$ cat config.mk
export PLATFORM = sky130hd
export DESIGN_NAME = excp_ctrl_flat
export DESIGN_NICKNAME = d
export VERILOG_FILES = /design/src/rtl/excp_ctrl_if.sv /design/src/rtl/excp_ctrl.sv /design/src/flat_wrapper.sv
export SDC_FILE = /design/constraint.sdc
export NUM_CORES = 1
export LEC_CHECK = 0
export CAP_MARGIN = 15
export CORE_MARGIN = 2
export CORE_UTILIZATION = 39
export CTS_CLUSTER_DIAMETER = 60
export DETAILED_ROUTE_END_ITERATION = 10
export PLACE_DENSITY = 0.8
export SLEW_MARGIN = 20
export SYNTH_ARGS = -nofsm -noshare
export SYNTH_HDL_FRONTEND = slang
export SYNTH_SLANG_ARGS = --single-unit
$ cat constraint.sdc
create_clock -name clk -period 2.1 [get_ports clk]
set_input_delay 0.21 -clock clk [delete_from_list [all_inputs] [get_ports clk]]
set_output_delay 0.21 -clock clk [all_outputs]
set_load 0.01 [all_outputs]
$ cat src/rtl/excp_ctrl_if.sv
// Exception controller bus.
// Groups every signal exchanged between the multicycle datapath/control unit
// and the exception controller.
//   master : datapath side. Drives the exception flags, PC value and memory
//            read data; receives the stall, vector address, EPC/PC strobes
//            and status.
//   slave  : exception controller side (excp_ctrl).
// Signals:
//   invalid_opcode, overflow, div_by_zero : exception flags from decode/ALU/divider
//   pc_current [31:0] : PC register value (already incremented by 4)
//   mem_data   [31:0] : memory read data; only the low byte is consumed
//   excp_active       : stall for the main control unit, selects mux input 11
//   excp_addr  [31:0] : handler vector byte address
//   epc_write, epc_out[31:0] : EPC write strobe and value
//   cause      [1:0]  : latched cause (00 none, 01 opcode, 10 overflow, 11 div0)
//   pc_load, pc_new[31:0]    : PC write strobe and handler address
//   double_fault      : sticky, exception raised while the controller was busy
interface excp_ctrl_if;
  logic        invalid_opcode;
  logic        overflow;
  logic        div_by_zero;
  logic [31:0] pc_current;
  logic [31:0] mem_data;
  logic        excp_active;
  logic [31:0] excp_addr;
  logic        epc_write;
  logic [31:0] epc_out;
  logic [1:0]  cause;
  logic        pc_load;
  logic [31:0] pc_new;
  logic        double_fault;

  modport master (
    output invalid_opcode, overflow, div_by_zero, pc_current, mem_data,
    input  excp_active, excp_addr, epc_write, epc_out, cause,
           pc_load, pc_new, double_fault
  );

  modport slave (
    input  invalid_opcode, overflow, div_by_zero, pc_current, mem_data,
    output excp_active, excp_addr, epc_write, epc_out, cause,
           pc_load, pc_new, double_fault
  );
endinterface

$ cat src/rtl/excp_ctrl.sv
// Sequential exception controller for the multicycle MIPS datapath.
// On an exception flag in IDLE it saves EPC (PC-4), latches the cause,
// drives the handler vector byte address to memory, waits MEM_LAT cycles for
// read data and loads the zero-extended handler byte into PC. excp_active
// stalls the main control unit for the whole sequence.
// Ports:
//   clk     : system clock, rising edge
//   reset_n : asynchronous active-low reset
//   bus     : excp_ctrl_if.slave (flags, pc_current, mem_data in;
//             excp_active, excp_addr, epc_write, epc_out, cause, pc_load,
//             pc_new, double_fault out; all outputs registered)
module excp_ctrl #(
  parameter logic [31:0] VEC_OPC = 32'd253,
  parameter logic [31:0] VEC_OVF = 32'd254,
  parameter logic [31:0] VEC_DIV = 32'd255,
  parameter int unsigned MEM_LAT = 1
) (
  input  logic        clk,
  input  logic        reset_n,
  excp_ctrl_if.slave  bus
);

  localparam logic [1:0] CAUSE_NONE = 2'b00;
  localparam logic [1:0] CAUSE_OPC  = 2'b01;
  localparam logic [1:0] CAUSE_OVF  = 2'b10;
  localparam logic [1:0] CAUSE_DIV  = 2'b11;
  localparam logic [2:0] LAT        = 3'(MEM_LAT);

  typedef enum logic [1:0] {IDLE, SAVE, ADDR, LOAD} state_t;

  state_t      state;
  logic [2:0]  wait_cnt;
  logic        excp_active;
  logic [31:0] excp_addr;
  logic        epc_write;
  logic [31:0] epc_out;
  logic [1:0]  cause;
  logic        pc_load;
  logic [31:0] pc_new;
  logic        double_fault;

  logic        any_flag;
  logic        unused_mem_hi;

  // Coincident flags resolve opcode > overflow > div0.
  function automatic logic [1:0] pick_cause(input logic opc, input logic ovf,
                                            input logic dz);
    if (opc)      return CAUSE_OPC;
    else if (ovf) return CAUSE_OVF;
    else if (dz)  return CAUSE_DIV;
    else          return CAUSE_NONE;
  endfunction

  function automatic logic [31:0] vector_addr(input logic [1:0] c);
    case (c)
      CAUSE_OPC: return VEC_OPC;
      CAUSE_OVF: return VEC_OVF;
      CAUSE_DIV: return VEC_DIV;
      default:   return 32'd0;
    endcase
  endfunction

  assign any_flag = bus.invalid_opcode | bus.overflow | bus.div_by_zero;

  // Handler vectors are single bytes; the upper read-data bits are discarded.
  assign unused_mem_hi = ^bus.mem_data[31:8];

  always_ff @(posedge clk or negedge reset_n) begin
    if (!reset_n) begin
      state        <= IDLE;
      wait_cnt     <= '0;
      excp_active  <= 1'b0;
      excp_addr    <= '0;
      epc_write    <= 1'b0;
      epc_out      <= '0;
      cause        <= CAUSE_NONE;
      pc_load      <= 1'b0;
      pc_new       <= '0;
      double_fault <= 1'b0;
    end else begin
      case (state)
        IDLE: begin
          excp_active <= 1'b0;
          epc_write   <= 1'b0;
          pc_load     <= 1'b0;
          excp_addr   <= '0;
          if (any_flag) begin
            // Outputs for SAVE are set up on this edge so they are visible
            // during the SAVE cycle itself.
            cause       <= pick_cause(bus.invalid_opcode, bus.overflow,
                                      bus.div_by_zero);
            excp_addr   <= vector_addr(pick_cause(bus.invalid_opcode,
                                                  bus.overflow,
                                                  bus.div_by_zero));
            epc_out     <= bus.pc_current - 32'd4;
            epc_write   <= 1'b1;
            excp_active <= 1'b1;
            state       <= SAVE;
          end
        end
        SAVE: begin
          epc_write <= 1'b0;
          wait_cnt  <= LAT;
          state     <= ADDR;
        end
        ADDR: begin
          // Counter reaching zero marks the cycle the read data is valid.
          if (wait_cnt == 3'd0) begin
            pc_new  <= {24'b0, bus.mem_data[7:0]};
            pc_load <= 1'b1;
            state   <= LOAD;
          end else begin
            wait_cnt <= wait_cnt - 3'd1;
          end
        end
        LOAD: begin
          pc_load     <= 1'b0;
          excp_active <= 1'b0;
          excp_addr   <= '0;
          state       <= IDLE;
        end
        default: state <= IDLE;
      endcase

      // Flags while busy are not queued; they only mark the fault.
      if (state != IDLE && any_flag)
        double_fault <= 1'b1;
    end
  end

  assign bus.excp_active  = excp_active;
  assign bus.excp_addr    = excp_addr;
  assign bus.epc_write    = epc_write;
  assign bus.epc_out      = epc_out;
  assign bus.cause        = cause;
  assign bus.pc_load      = pc_load;
  assign bus.pc_new       = pc_new;
  assign bus.double_fault = double_fault;

endmodule

$ cat src/flat_wrapper.sv
// flat-port wrapper written by rule: the top's interface ports become plain ports
module excp_ctrl_flat 
#(
  parameter logic [31:0] VEC_OPC = 32'd253,
  parameter logic [31:0] VEC_OVF = 32'd254,
  parameter logic [31:0] VEC_DIV = 32'd255,
  parameter int unsigned MEM_LAT = 1
)
  (clk, reset_n, bus_invalid_opcode, bus_overflow, bus_div_by_zero, bus_pc_current, bus_mem_data, bus_excp_active, bus_excp_addr, bus_epc_write, bus_epc_out, bus_cause, bus_pc_load, bus_pc_new, bus_double_fault);
  excp_ctrl_if bus_i ();
  input  logic clk;
  input  logic reset_n;
  input wire logic [$bits(bus_i.invalid_opcode)-1:0] bus_invalid_opcode;
  input wire logic [$bits(bus_i.overflow)-1:0] bus_overflow;
  input wire logic [$bits(bus_i.div_by_zero)-1:0] bus_div_by_zero;
  input wire logic [$bits(bus_i.pc_current)-1:0] bus_pc_current;
  input wire logic [$bits(bus_i.mem_data)-1:0] bus_mem_data;
  output wire logic [$bits(bus_i.excp_active)-1:0] bus_excp_active;
  output wire logic [$bits(bus_i.excp_addr)-1:0] bus_excp_addr;
  output wire logic [$bits(bus_i.epc_write)-1:0] bus_epc_write;
  output wire logic [$bits(bus_i.epc_out)-1:0] bus_epc_out;
  output wire logic [$bits(bus_i.cause)-1:0] bus_cause;
  output wire logic [$bits(bus_i.pc_load)-1:0] bus_pc_load;
  output wire logic [$bits(bus_i.pc_new)-1:0] bus_pc_new;
  output wire logic [$bits(bus_i.double_fault)-1:0] bus_double_fault;
  assign bus_i.invalid_opcode = bus_invalid_opcode;
  assign bus_i.overflow = bus_overflow;
  assign bus_i.div_by_zero = bus_div_by_zero;
  assign bus_i.pc_current = bus_pc_current;
  assign bus_i.mem_data = bus_mem_data;
  assign bus_excp_active = bus_i.excp_active;
  assign bus_excp_addr = bus_i.excp_addr;
  assign bus_epc_write = bus_i.epc_write;
  assign bus_epc_out = bus_i.epc_out;
  assign bus_cause = bus_i.cause;
  assign bus_pc_load = bus_i.pc_load;
  assign bus_pc_new = bus_i.pc_new;
  assign bus_double_fault = bus_i.double_fault;
  excp_ctrl #(.VEC_OPC(VEC_OPC), .VEC_OVF(VEC_OVF), .VEC_DIV(VEC_DIV), .MEM_LAT(MEM_LAT)) u_core (.clk(clk), .reset_n(reset_n), .bus(bus_i));
endmodule
==> results by group <==
Outcome
  – Outcome: completed

Global routing
  – First-pass GRT wire length: 12600 µm
  – GR Util All Layers: 0.179
  – M1 GR Usage: 0.230
  – Largest net degree at the start of global routing: 31
  – Initial antenna violation count: 0
  – Most Used Layer, Global Route: met2
  – Grt met2 use: 0.309
  – M3 GR Usage: 0.0361
  – Overflow after GRT: 0
  – Number of global-route vias before repair: 2709

Final layout
  – P&R area growth vs syn: 42.4%
  – Ant. Diodes: 0
  – Final instance area: 4480 µm²
  – Nets@finish: 542
  – Layout cells sized above 1: 0.157
  – Final instance count without filler cells: about 570
  – FILL cells: between 600 and 700

Power and ir drop
  – Logic pwr share: 0.518
  – Tot Pwr: 5330 µW
  – Seq pwr share: 0.348
  – Sw frac: 0.360
  – Net load switching power: slightly below 2000 µW
  – Leak Pwr: 0.00195 µW
  – Cell area power density: between 1000 and 1500 nW/µm²
  – Pint: 3410 µW
  – Worst VDD drop: 0.000487 V
  – Clk pwr share: 0.134

Timing
  – Final worst slack: 0.0332 ns
  – F_max: 0.484 GHz
  – Final setup fails: 0
  – RSZ-0062 raised after global routing: false
  – Slew Viols, Final: 0
  – Tcrit/Tclk final: 0.984
  – Hold Slack: 0.278 ns
  – Number of hold violations in the final report: 0
  – Worst slew pin tran: 0.595 ns
  – Min cycle time layout: approximately 2.1 ns
  – Relative slew slack: 0.603
  – Worst Skew: 0.0129 ns

Drt
  – Via count: between 2k and 3k
  – DRC: 0
  – Initial drt markers: 68
  – Drt wl/cell: 13.9 µm
  – Routed wire length: 7900 µm
  – Vias/cell: roughly 4.9
  – Final ANT Viol Nets: 0
  – Drt pass-1 iters: 4

Floorplan
  – Die Y: 93.8 µm
  – Row count: 32
  – Die area: 8800 µm²
  – Initial core utilization: 0.405
  – Io pins: 171
  – Die span in x: 93.8 µm
  – Total core area: approximately 7800 µm²

Yosys
  – Flops & latches, synth: 54
  – Ys flop type: dfrtp_1
  – Post-synthesis mux area share: 0.0358
  – Netlist cell types: 42
  – Synth cell count leaders: 54 x dfrtp_1, 53 x buf_4, 32 x nand2_1, 25 x nor2_1, 19 x o21ai_0
  – Top cells by area, synth: dfrtp_1 43%, buf_4 13%, nand2_1 3.8%, mux2_2 3.6%, or4_1 3.6%
  – Share of the synthesized area in the top cell type: 0.430
  – Synth area leader: dfrtp_1
  – Sequential area share after synthesis: 0.430
  – Adder-cell share of the synthesized area: 0.0278
  – Most instantiated library cell after synthesis: dfrtp_1
  – Post-Synth XOR/XNOR Area: 0.0334
  – Simple logic cell fraction of the synthesized area: 0.178
  – Largest family of logic cells by synthesized area: simple AND/OR/NAND/NOR gates
  – Synthesized instance count: between 300 and 400
  – Async set-reset flop share out of synthesis: 1.00
  – EDFF count, synth: 0
  – Synth Area in Compound Gates: 0.138
  – Mean Syn Cell Area: 9.42 µm²
  – Syn. warnings: 0
  – Mapped Area: 3150 µm²

Clocking
  – Clock buffer depth: 2
  – CTS tree: built
  – Root Buffer: clkbuf_8
  – Clock sinks: 54
  – Worst-Skew Late Latency: 0.29 ns
  – Htree depth: 2
  – Worst-path clk slew: 0.10 ns
  – Total CTS buffers: 5

Critical path
  – CP endpoint kind: flop
  – Worst setup SP type: input pin
  – Worst setup path start: bus_pc_current[25]
  – Crit path max fanout: 4
  – R2r endpoint: u_core.bus.pc_new[7]
  – Slowest-stage cell, CP: or4_4
  – R2r setup slk: 0.38 ns
  – Worst R2R Path Depth: 4
  – Arrival time at the worst endpoint: 2.30 ns
  – Most used cell, CP: or4_4
  – Worst Path Required: 2.33 ns
  – Crit-path max cell delay: about 0.56 ns
  – Reg2reg start: u_core.state[0]
  – CP Class: in2reg
  – CP cell instances: clkdlybuf4s50_1, or4_4, or4_4, or4b_1, a31oi_1
  – Crit path capture: u_core.bus.epc_out[31]

Placed design
  – Cells after DPL: ~560
  – Pre-CTS setup slack: -0.458 ns
  – IO Port Bufs: 98
  – DP Area: 4320 µm²
  – DP HPWL: roughly 6300 µm
  – RePlAce Congestion: 0.878

Min path
  – Min-delay worst type: in2reg

Job
  – Max-cap violations: 0
per-stage QoR:
step	util	TNS (ns)
4_1_cts	0.575	0
3_3_place_gp	0.556	-3.54
3_5_place_dp	0.556	-3.97
2_1_floorplan	-	0
6_report	0.577	0
5_1_grt	0.577	0
cells in the final DEF, fill, tap and decap left out, types with 5 or more instances in the layout:
| master | synthesis | routed |
|---|---|---|
| o41ai_1 | 5 | 5 |
| inv_1 | 9 | 9 |
| or4_1 | 15 | 12 |
| nor4_1 | 5 | 5 |
| ha_1 | 7 | 7 |
| buf_4 | 53 | 45 |
| a31oi_1 | 15 | 15 |
| o31ai_1 | 10 | 10 |
| nor3_1 | 6 | 6 |
| nor2_1 | 25 | 25 |
| conb_1 | 1 | 48 |
| or3_1 | 6 | 5 |
| xnor2_1 | 6 | 6 |
| dfrtp_1 | 54 | 54 |
| clkbuf_8 | 0 | 6 |
| o21ai_0 | 19 | 19 |
| nand2_1 | 32 | 32 |
| xor2_1 | 6 | 6 |
| clkdlybuf4s50_1 | 0 | 91 |
| mux2_2 | 10 | 10 |
layout make-up:
cell class                 instances  area [µm²]  share of cell area
multi-input combinational        250        1500               0.334
clock inverter                     1        30.0             0.00670
sequential                        54        1350               0.302
tap                              102         128              0.0285
inverter                           9        33.8             0.00754
timing repair buffer             146        1360               0.303
clock buffer                       6        82.6              0.0184
what timing repair did:
action | in CTS | in global routing
pin swaps | 2 | 2
endpoints found under the setup margin | 8 | 3
hold endpoints to repair | 24 | 0
resized for setup | 7 | 6
hold buffers | 1 | 0
buffers inserted | 2 | 0
worst max-delay path, delay by kind of cell:
family | cells | cell delay, ns
AND/OR/NAND/NOR | 3 | 1.48
AO/OA/AOI/OAI | 1 | 0.16
buffers and inverters | 1 | 0.45
kinds of logic after synthesis:
kind of cell	Yosys count
AOI/OAI and AO/OA	66
xor gates and xnor gates	12
adders and majority gates	7
buffers and inverters	77
DFF	54
muxes	10
other	1
and+or+nand+nor	107
sequential cells by signal, summed over array words and instances, names as in the netlist:
register and flops:
u_core.bus.pc_load 1, u_core.wait_cnt 3, u_core.bus.epc_out 32, u_core.bus.double_fault 1, u_core.bus.cause 2, u_core.bus.excp_addr 3, u_core.state 2, u_core.bus.epc_write 1
u_core.bus.pc_new 8, u_core.bus.excp_active 1
power groups by stage:
stage               clock [µW]  sequential (µW)  combinational [µW]
floorplan                    0             2050                1240
global placement             0             1860                2700
detailed placement           0             1880                2780
CTS                        722             1870                2790
global route               777             1920                3050
finish                     713             1860                2760
metal layers:
layer / vias up / share of wire
li1: 1351 / -
met1: 1277 / 0.43
met2: 124 / 0.50
met3: 6 / 0.062
met4: 0 / 0.0071
met5: - / 0
worst min-delay path by stage:
stage | start | to | slack [ns] | cells after the start
3_3_place_gp | reset_n | u_core.bus.epc_write | 0.24 | 1
4_1_cts | bus_pc_current[20] | u_core.bus.epc_out[20] | 0.36 | 3
2_1_floorplan | reset_n | u_core.bus.cause[0] | -0.09 | 0
3_5_place_dp | reset_n | u_core.state[0] | 0.25 | 1
5_1_grt | bus_pc_current[19] | u_core.bus.epc_out[19] | 0.28 | 3
6_report | bus_pc_current[19] | u_core.bus.epc_out[19] | 0.28 | 3
Power figures use the tool's default switching activity.
